**config.mk**
```make
export PLATFORM = sky130hd
export DESIGN_NAME = axis_to_axi4_burst_writer
export DESIGN_NICKNAME = d
export VERILOG_FILES = /design/src/rtl/axi4_bridge_pkg.sv /design/src/rtl/axis_to_axi4_burst_writer.sv
export SDC_FILE = /design/constraint.sdc
export NUM_CORES = 1
export LEC_CHECK = 0
export ABC_AREA = 1
export CAP_MARGIN = 20
export CORE_UTILIZATION = 44
export DETAILED_ROUTE_END_ITERATION = 8
export HOLD_SLACK_MARGIN = 0.1
export PLACE_DENSITY_LB_ADDON = 0.25
export RECOVER_POWER = 25
export SYNTH_ARGS = -nofsm -noshare
export SYNTH_HDL_FRONTEND = slang
export SYNTH_SLANG_ARGS = --single-unit
```
**constraint.sdc**
```tcl
create_clock -name clk_i -period 4.7 [get_ports clk_i]
set_clock_uncertainty 0.2 [all_clocks]
set_input_delay 0.705 -clock clk_i [delete_from_list [all_inputs] [get_ports clk_i]]
set_output_delay 0.705 -clock clk_i [all_outputs]
set_load 0.01 [all_outputs]
```
**src/rtl/axi4_bridge_pkg.sv**
```systemverilog
// Shared types and helpers for the AXI4-Stream to AXI4 burst writer.
// Holds the FSM encoding, AXI4 burst constants and the 4 KB / 256-beat length clamp.
package axi4_bridge_pkg;

  typedef enum logic [1:0] {
    S_IDLE,
    S_ADDR,
    S_DATA,
    S_RESP
  } state_e;

  localparam logic [1:0]  BURST_INCR     = 2'b01;
  localparam int unsigned AXI4_MAX_BEATS = 256;

  // Beats in the next burst (1..256): limited by the packet remainder and the next 4 KB page.
  function automatic logic [8:0] calc_burst_len(input logic [31:0] beats_left,
                                                input logic [11:0] addr_lo,
                                                input logic [3:0]  size_log2);
    logic [12:0] to_4k;
    logic [8:0]  len;
    to_4k = (13'd4096 - {1'b0, addr_lo}) >> size_log2;
    len   = 9'(AXI4_MAX_BEATS);
    if (to_4k < 13'(len)) len = to_4k[8:0];
    if (beats_left < 32'(len)) len = beats_left[8:0];
    return len;
  endfunction

endpackage

```
**src/rtl/axis_to_axi4_burst_writer.sv**
```systemverilog
// Writes one stream packet to memory as legal AXI4 INCR bursts; AW one cycle after first tvalid,
// W is a zero-latency passthrough so stream backpressure is wready, and only one burst is outstanding.
module axis_to_axi4_burst_writer
  import axi4_bridge_pkg::*;
#(
  parameter  int unsigned DATA_WIDTH     = 64,
  parameter  int unsigned ADDR_WIDTH     = 32,
  parameter  int unsigned MAX_PKT_SIZE_B = 9600,
  localparam int unsigned SIZE_W         = $clog2(MAX_PKT_SIZE_B + 1),
  localparam int unsigned BYTES          = DATA_WIDTH / 8
) (
  input  logic                  clk_i,
  input  logic                  rst_i,
  input  logic [SIZE_W-1:0]     pkt_size_i,
  input  logic [ADDR_WIDTH-1:0] addr_i,
  input  logic [DATA_WIDTH-1:0] pkt_tdata_i,
  input  logic [BYTES-1:0]      pkt_tkeep_i,
  input  logic                  pkt_tvalid_i,
  input  logic                  pkt_tlast_i,
  output logic                  pkt_tready_o,
  output logic [ADDR_WIDTH-1:0] mem_awaddr_o,
  output logic [7:0]            mem_awlen_o,
  output logic [2:0]            mem_awsize_o,
  output logic [1:0]            mem_awburst_o,
  output logic [3:0]            mem_awid_o,
  output logic                  mem_awlock_o,
  output logic [3:0]            mem_awcache_o,
  output logic [2:0]            mem_awprot_o,
  output logic [3:0]            mem_awqos_o,
  output logic                  mem_awvalid_o,
  input  logic                  mem_awready_i,
  output logic [DATA_WIDTH-1:0] mem_wdata_o,
  output logic [BYTES-1:0]      mem_wstrb_o,
  output logic                  mem_wlast_o,
  output logic                  mem_wvalid_o,
  input  logic                  mem_wready_i,
  input  logic [1:0]            mem_bresp_i,
  input  logic                  mem_bvalid_i,
  output logic                  mem_bready_o,
  output logic                  mem_arvalid_o,
  output logic                  mem_rready_o
);

  localparam int unsigned SIZE_LOG2 = $clog2(BYTES);

  state_e                state_q, state_d;
  logic [ADDR_WIDTH-1:0] cur_addr_q, cur_addr_d;
  logic [SIZE_W-1:0]     beats_left_q, beats_left_d;
  logic [SIZE_LOG2-1:0]  rem_q, rem_d;
  logic [8:0]            len_q, len_d;
  logic [8:0]            beat_cnt_q, beat_cnt_d;

  logic [SIZE_W:0]       size_rnd;
  logic [SIZE_W-1:0]     beats_in;
  logic [8:0]            len_now;
  logic [BYTES-1:0]      strb_last;
  logic                  burst_end;
  logic                  unused_ok;

  assign size_rnd  = {1'b0, pkt_size_i} + (SIZE_W + 1)'(BYTES - 1);
  assign beats_in  = SIZE_W'(size_rnd >> SIZE_LOG2);
  assign len_now   = calc_burst_len(32'(beats_left_q), cur_addr_q[11:0], 4'(SIZE_LOG2));
  assign strb_last = ~({BYTES{1'b1}} << rem_q);
  assign burst_end = (beat_cnt_q == len_q - 9'd1);

  // AW fields come straight from registers that cannot change while in ADDR.
  assign mem_awaddr_o  = cur_addr_q;
  assign mem_awlen_o   = 8'(len_now - 9'd1);
  assign mem_awsize_o  = 3'(SIZE_LOG2);
  assign mem_awburst_o = BURST_INCR;
  assign mem_awid_o    = '0;
  assign mem_awlock_o  = 1'b0;
  assign mem_awcache_o = '0;
  assign mem_awprot_o  = '0;
  assign mem_awqos_o   = '0;
  assign mem_wdata_o   = pkt_tdata_i;
  assign mem_arvalid_o = 1'b0;
  assign mem_rready_o  = 1'b0;
  assign unused_ok     = ^{pkt_tkeep_i, mem_bresp_i};

  always_comb begin
    state_d       = state_q;
    cur_addr_d    = cur_addr_q;
    beats_left_d  = beats_left_q;
    rem_d         = rem_q;
    len_d         = len_q;
    beat_cnt_d    = beat_cnt_q;
    pkt_tready_o  = 1'b0;
    mem_awvalid_o = 1'b0;
    mem_wvalid_o  = 1'b0;
    mem_wlast_o   = 1'b0;
    mem_wstrb_o   = '1;
    mem_bready_o  = 1'b0;
    unique case (state_q)
      S_IDLE: begin
        if (pkt_tvalid_i) begin
          cur_addr_d   = addr_i;
          rem_d        = pkt_size_i[SIZE_LOG2-1:0];
          beats_left_d = beats_in;
          beat_cnt_d   = '0;
          // A zero-length packet skips AW and is drained in DATA.
          state_d      = (beats_in == '0) ? S_DATA : S_ADDR;
        end
      end
      S_ADDR: begin
        mem_awvalid_o = 1'b1;
        if (mem_awready_i) begin
          len_d   = len_now;
          state_d = S_DATA;
        end
      end
      S_DATA: begin
        if (beats_left_q == '0) begin
          pkt_tready_o = 1'b1;
          if (pkt_tvalid_i && pkt_tlast_i) state_d = S_IDLE;
        end else begin
          pkt_tready_o = mem_wready_i;
          mem_wvalid_o = pkt_tvalid_i;
          mem_wlast_o  = burst_end;
          if (beats_left_q == SIZE_W'(1) && rem_q != '0) mem_wstrb_o = strb_last;
          if (pkt_tvalid_i && mem_wready_i) begin
            beats_left_d = beats_left_q - SIZE_W'(1);
            beat_cnt_d   = beat_cnt_q + 9'd1;
            if (burst_end) begin
              cur_addr_d = cur_addr_q + (ADDR_WIDTH'(len_q) << SIZE_LOG2);
              beat_cnt_d = '0;
              state_d    = S_RESP;
            end
          end
        end
      end
      S_RESP: begin
        mem_bready_o = 1'b1;
        if (mem_bvalid_i) state_d = (beats_left_q != '0) ? S_ADDR : S_IDLE;
      end
      default: state_d = S_IDLE;
    endcase
  end

  always_ff @(posedge clk_i or negedge rst_i) begin
    if (!rst_i) begin
      state_q      <= S_IDLE;
      cur_addr_q   <= '0;
      beats_left_q <= '0;
      rem_q        <= '0;
      len_q        <= '0;
      beat_cnt_q   <= '0;
    end else begin
      state_q      <= state_d;
      cur_addr_q   <= cur_addr_d;
      beats_left_q <= beats_left_d;
      rem_q        <= rem_d;
      len_q        <= len_d;
      beat_cnt_q   <= beat_cnt_d;
    end
  end

endmodule

```
==> summary.txt, run 1 <==
STA
  • Tcrit/Tclk final: a little over nine tenths
  • Final WS setup: between 200 and 300 ps
  • Final setup viols: 0
  • Worst slew margin: -44.51%
  • Max-slew violation count: 38
  • Tmin final: ~4400 ps
  • Fmax achieved: around 230 MHz
  • Slew @ Worst Pin: around 2200 ps
  • Final Hold Vio Count: 0

Global route
  • First-pass GRT wire length: 25730 µm
  • Largest net degree at the start of global routing: between 40 and 50
  • Vias in the first global route: 5257
  • Grt total ovfl: 0
  • Total GRT Usage: 22.49%
  • Initial antenna violation count: 0

Floorplanning
  • Die Height: 120.3 µm
  • Die width: about 120 µm
  • Placeable Area: 13450 µm²
  • Initial core utilization: roughly 46%
  • Die area: 14480 µm²
  • Row count: 42
  • Num ports: ~270

Place
  • Inst Count DP: approximately 1100
  • Final HPWL DP: around 12000 µm
  • I/O Buffers: about 100
  • Placed instance area: 6849 µm²
  • Routability cong.: 0.9125
  • Setup WS pre-CTS: between 70 and 80 ps

Synthesis
  • YS warnings: 0
  • Mapped Area: roughly 6200 µm²
  • Synth unique cells: 47
  • EDFF count, synth: 0
  • Synth Flop Type: dfrtp_1
  • Post-synth ARST share: 100.0%
  • Post-Syn Instances: between 800 and 900
  • Syn Area/Cell: 6.922 µm²
  • Sequential share of the synthesized area: between 20% and 30%
  • Number of synthesized register bits: 69

Critical path
  • Critical Path Source Type: register
  • R2R setup slack: 1260 ps
  • CP peak stage delay: 380 ps
  • Critical Path Most Common Cell: nand2_1
  • Worst Path Buf+Inv: 6
  • Family with the most delay on the worst path: simple AND/OR/NAND/NOR gates
  • CP required: 3800 ps
  • Crit-path cells: nor2_2 -> nand2_2 -> nor2_2 -> inv_1 -> nor2_1 -> inv_1 -> or2_2 -> a21oi_2 -> inv_2 -> ha_4 -> a21oi_2 -> nor2_2 -> nor4_4 -> buf_4 -> nand2_4 -> buf_4 -> nand2_1 -> nand2_2 -> nand2_2 -> nor2_4 -> nand2_1 -> nand2_1 -> nand2_1 -> clkdlybuf4s15_1
  • Critical path class: reg -> out
  • CP Capture Type: output pin
  • Max FO, Critical Path: 6
  • Critical path arrival: 3520 ps
  • Slowest cell on crit path: dfrtp_1

CTS
  • Max Root-Sink Buffers: 2
  • Clock tree from TritonCTS: built
  • Total CTS buffers: 9
  • Clock root cell: clkbuf_16
  • Worst-Skew Late Latency: roughly 350 ps
  • Reg clk slew, reported paths: 60 ps
  • # H-tree levels: 3
  • Sink Count: roughly 70
  • Cts-stage hold buffer count: 0

Final layout
  • Most frequent cells in the layout: nand2_1 (193), inv_1 (98), clkdlybuf4s50_1 (96)
  • Fillers: between 1000 and 1500
  • N_diodes: 0
  • Finished Layout Cells: roughly 1100
  • Syn-to-layout area delta: 18.16%
  • Fin area: 7279 µm²
  • Most common cell after layout, fill and taps aside: nand2_1
  • Layout net count: approximately 1100
  • Layout cells sized above 1: a little under a tenth

Routing
  • Initial DRC Count: 298
  • Routed Wire Length: about 16000 µm
  • DR pass1 iterations: 6
  • Via-to-Cell Ratio: between 5 and 6
  • Met2 routed WL: 6976 µm
  • Metal3 WL: between 800 and 900 µm
  • Vias after detailed routing: 5677
  • DRC: 0
  • Metal-1 WL: about 7600 µm
  • Highest routed layer: met4
  • ANT nets after route: 0
  • WL/cell: roughly 14 µm

Run status
  • Status: complete, but fails checks
  • Failing checks: max-capacitance violations, max-slew violations

Power and ir drop
  • Lkg Pwr: about 0.0035 µW
  • Worst VDD drop: about 0.34 mV
  • P per Cell Area: about 720 nW/µm²

Flow run
  • Max_cap viols: 1

Hold path
  • Tightest Hold Check Type: reg -> reg
registers in the layout, summed over array words and instances, names as in the netlist:
name          flops
mem_awaddr_o     32
beats_left_q     14
beat_cnt_q        9
len_q             9
rem_q             3
state_q           2
area by class of cell:
type	count	area, µm²	share of cell area [%]
multi-input cells	630	3433	47.16
flip-flops and latches	69	1727	23.72
repair buffers	131	1215	16.69
inverters	102	382.9	5.260
clock buffers	10	239.0	3.283
well taps	176	220.2	3.025
clock inverters	6	62.56	0.8594
through the flow:
stage / setup TNS, ps / hold WS, ps / power [µW] / util (%)
2_1_floorplan: 0 / 209.4 / 3271 / -
3_3_place_gp: 0 / 305.3 / 4389 / 50.91
3_5_place_dp: 0 / 304.4 / 4435 / 50.91
4_1_cts: -24.83 / 298.0 / 5158 / 53.53
5_1_grt: -3.469 / 369.3 / 5745 / 54.11
6_report: 0 / 317.3 / 5268 / 54.11
per-layer routing:
metal  track usage [%]  vias to the layer above
met4             7.253                        0
met1             30.76                     2579
met2             34.41                      167
met3             5.943                       29
met5                 0                        -
li1                  -                     2902
power breakdown:
group / switching, µW / internal, µW / total, µW
sequential: 292 / 843 / 1140
combinational: 1990 / 1440 / 3440
clock: 270 / 423 / 693
path summary, 6_finish.rpt:
check	from	end	cells past startpoint
worst max-delay path	mem_awaddr_o[0]	mem_awlen_o[5]	24
worst min-delay path	beats_left_q[13]	beats_left_q[13]	1
worst max register to register	mem_awaddr_o[3]	mem_awaddr_o[31]	16
worst min register to register	beats_left_q[13]	beats_left_q[13]	1
max in group asynchronous	rst_i	mem_awaddr_o[18]	2
min in group asynchronous	rst_i	mem_awaddr_o[9]	1
synth_stat cells (all sizes together), types with 3 or more instances:
master / n / share of area (%)
a21oi: 37 / 3.0
a31oi: 3 / 0.30
buf: 101 / 12
clkbuf: 10 / 0.61
dfrtp: 69 / 28
ha: 22 / 4.5
inv: 101 / 6.2
mux2i: 9 / 1.5
nand2: 207 / 13
nand3: 43 / 3.5
nand4: 18 / 1.9
nor2: 79 / 5.0
nor3: 17 / 1.5
nor4: 4 / 0.65
o2111ai: 4 / 0.57
o211ai: 9 / 1.1
o21ai: 79 / 6.5
o22ai: 6 / 0.61
or2: 9 / 0.91
xnor2: 12 / 1.7
xor2: 31 / 4.4
worst reg2reg max path, delay by kind of cell, from the launching register on:
kind            cells  cell delay [ps]
simple gates        8             1070
compound gates      3              850
fa+ha+maj           2              540
flops               1              340
buf+inv             2              210
xor+xnor            1              140
cell families (layout without fill, tap and decap cells):
family	Yosys count	count (layout)	synth area share [%]
and+or+nand+nor	382	382	26.97
buffers and inverters	213	249	19.05
AOI/OAI and AO/OA	149	149	13.46
DFF	69	69	28.03
xor gates and xnor gates	43	43	6.113
adders and majority gates	23	23	4.793
muxes	9	9	1.462
other	2	24	0.1219
repair_timing:
| action | in CTS | in global routing |
|---|---|---|
| cloned | 0 | 0 |
| setup buffers | 4 | 5 |
| pin swaps | 10 | 14 |
| setup endpoints to repair | 7 | 8 |
| resized for setup | 21 | 22 |
Note: power is estimated with default switching activity, not from simulation.
==> inputs of run 2 (changes only) <==
Settings changed: CORE_ASPECT_RATIO from default to 1.1.
==> run 2 against run 1 <==
Net effect: the run still ends with max-capacitance violations, max-slew violations left; via count is 1.0% higher; combinational power is 5.8% higher; clock-buffer cell count is 3 higher; flip-flop and latch count stayed put; clock power is 3.9% higher; die area hardly changed; sequential power hardly changed; first-iteration DRC count is 29% higher; cell count is 1.4% higher; non-clock buffer count is 8 higher; fmax is 3.6% lower; critical path type unchanged; critical endpoint is now mem_awlen_o[6].
==> summary.txt, run 2 (same netlist as run 1, synthesis figures left out) <==
Run status
  • Status: complete, but fails checks
  • Failing checks: max-capacitance violations, max-slew violations

Routing
  • Vias after detailed routing: around 5700
  • Via-to-Cell Ratio: 5.031
  • DR pass1 iterations: 7
  • WL/cell: 14.42 µm
  • ANT nets after route: 0
  • Routed Wire Length: approximately 16000 µm
  • DRC: 0
  • Initial DRC Count: ~380

CTS
  • # H-tree levels: 3
  • Clock root cell: clkbuf_16
  • Worst-Skew Late Latency: approximately 350 ps
  • Max Root-Sink Buffers: 2
  • Total CTS buffers: 9
  • Clock tree from TritonCTS: built
  • Reg clk slew, reported paths: roughly 50 ps
  • Sink Count: 69

Floorplanning
  • Placeable Area: between 10000 and 15000 µm²
  • Initial core utilization: a little under half
  • Num ports: ~270
  • Die area: ~14000 µm²
  • Die Height: 126.1 µm
  • Die width: approximately 110 µm
  • Row count: 44

Critical path
  • CP required: about 3800 ps
  • Critical path class: reg -> out
  • Max FO, Critical Path: 5
  • CP peak stage delay: 390 ps
  • CP Capture Type: output pin
  • Slowest cell on crit path: dfrtp_1
  • Family with the most delay on the worst path: simple AND/OR/NAND/NOR gates
  • Critical Path Source Type: register
  • Critical Path Most Common Cell: nand2_1
  • Worst Path Buf+Inv: 5
  • Critical path arrival: roughly 3700 ps

Final layout
  • N_diodes: 0
  • Syn-to-layout area delta: 20.43%
  • Layout cells sized above 1: 10.77%
  • Fin area: 7420 µm²
  • Max FFs per register: 32
  • Finished Layout Cells: 1140
  • Most common cell after layout, fill and taps aside: nand2_1
  • Layout net count: between 1000 and 1500
  • Most frequent cells in the layout: nand2_1 (190), inv_1 (97), clkdlybuf4s50_1 (96)

Power and ir drop
  • Comb power frac: between 60% and 70%
  • Worst VDD drop: between 0.3 and 0.4 mV
  • Sequential share of power: 20.7%
  • Lkg Pwr: approximately 0.0035 µW
  • Switching share of power: 47.84%
  • P per Cell Area: between 700 and 800 nW/µm²
  • Net switching power: between 2000 and 3000 µW
  • Clock power frac: approximately an eighth
  • Internal power: between 2000 and 3000 µW

Place
  • Placed instance area: slightly below 7000 µm²
  • Setup WS pre-CTS: slightly below 50 ps
  • Inst Count DP: ~1100
  • Final HPWL DP: about 12000 µm
  • I/O Buffers: about 100
  • Routability cong.: between 0.8 and 0.9

STA
  • Final Hold Vio Count: 0
  • Slew @ Worst Pin: about 1700 ps
  • Worst slew margin: -11.66%
  • Hold_ws: roughly 330 ps
  • Tmin final: around 4600 ps
  • Unrepaired setup endpoints after global routing: yes
  • Max-slew violation count: 29
  • Tcrit/Tclk final: 97.70%
  • Fmax achieved: roughly 220 MHz
  • Final WS setup: between 100 and 150 ps
  • Final setup viols: 0

Global route
  • GR met1 Demand/Resource: 29.16%
  • Total GRT Usage: a little under a quarter
  • First-pass GRT wire length: 26650 µm
  • Grt total ovfl: 0
  • Vias in the first global route: ~5600
  • Met3 Track Usage GR: 5.679%
  • Initial antenna violation count: 0
  • Largest net degree at the start of global routing: 49
  • M2 GR Usage: 39.68%
  • Gr busiest metal: met2

Flow run
  • Max_cap viols: 1

Hold path
  • Tightest Hold Check Type: reg -> reg
run 2: final timing paths:
check,start,endpoint,slack (ps),cells after the start
worst max-delay path,mem_awaddr_o[0],mem_awlen_o[6],110,25
worst min-delay path,beats_left_q[13],beats_left_q[13],330,1
worst max register to register,len_q[0],mem_awaddr_o[31],1200,15
worst min register to register,beats_left_q[13],beats_left_q[13],330,1
max in group asynchronous,rst_i,beats_left_q[3],2330,2
min in group asynchronous,rst_i,mem_awaddr_o[21],590,1
run 2: layout make-up:
type                    count  area (µm²)
fillers                  1316        6013
flip-flops and latches     69        1727
clock inverters             3       42.54
multi-input cells         630        3465
repair buffers            139        1303
inverters                 102       382.9
well taps                 184       230.2
clock buffers              13       270.3
run 2: power by group through the flow:
stage          sequential (µW)  combinational, µW  clock, µW
5_1_grt                   1180               4060        752
3_3_place_gp              1130               3290          0
2_1_floorplan             1140               2130          0
6_report                  1140               3640        720
4_1_cts                   1130               3390        729
3_5_place_dp              1130               3340          0
run 2: metrics by stage:
| step | total power (µW) | TNS (ps) | utilization (%) |
|---|---|---|---|
| after CTS | 5251 | -3.458 | 54.14 |
| final | 5497 | 0 | 55.23 |
| after global routing | 5992 | -294.6 | 55.23 |
| after floorplan | 3271 | 0 | - |
| after global placement | 4424 | 0 | 51.23 |
| after detailed placement | 4472 | 0 | 51.23 |
run 2: what timing repair did:
item / CTS / global route
buffers inserted: 7 / 7
gates resized for setup: 19 / 33
gates cloned: 0 / 0
pin swaps: 4 / 12
hold buffers: 0 / 0
setup endpoints to repair: 7 / 7
run 2: per-layer routing:
| layer | routed length (µm) | part of all wire [%] |
|---|---|---|
| met5 | 0 | 0 |
| met4 | 325 | 2.0 |
| met3 | 923 | 5.6 |
| met2 | 7818 | 48 |
| met1 | 7372 | 45 |
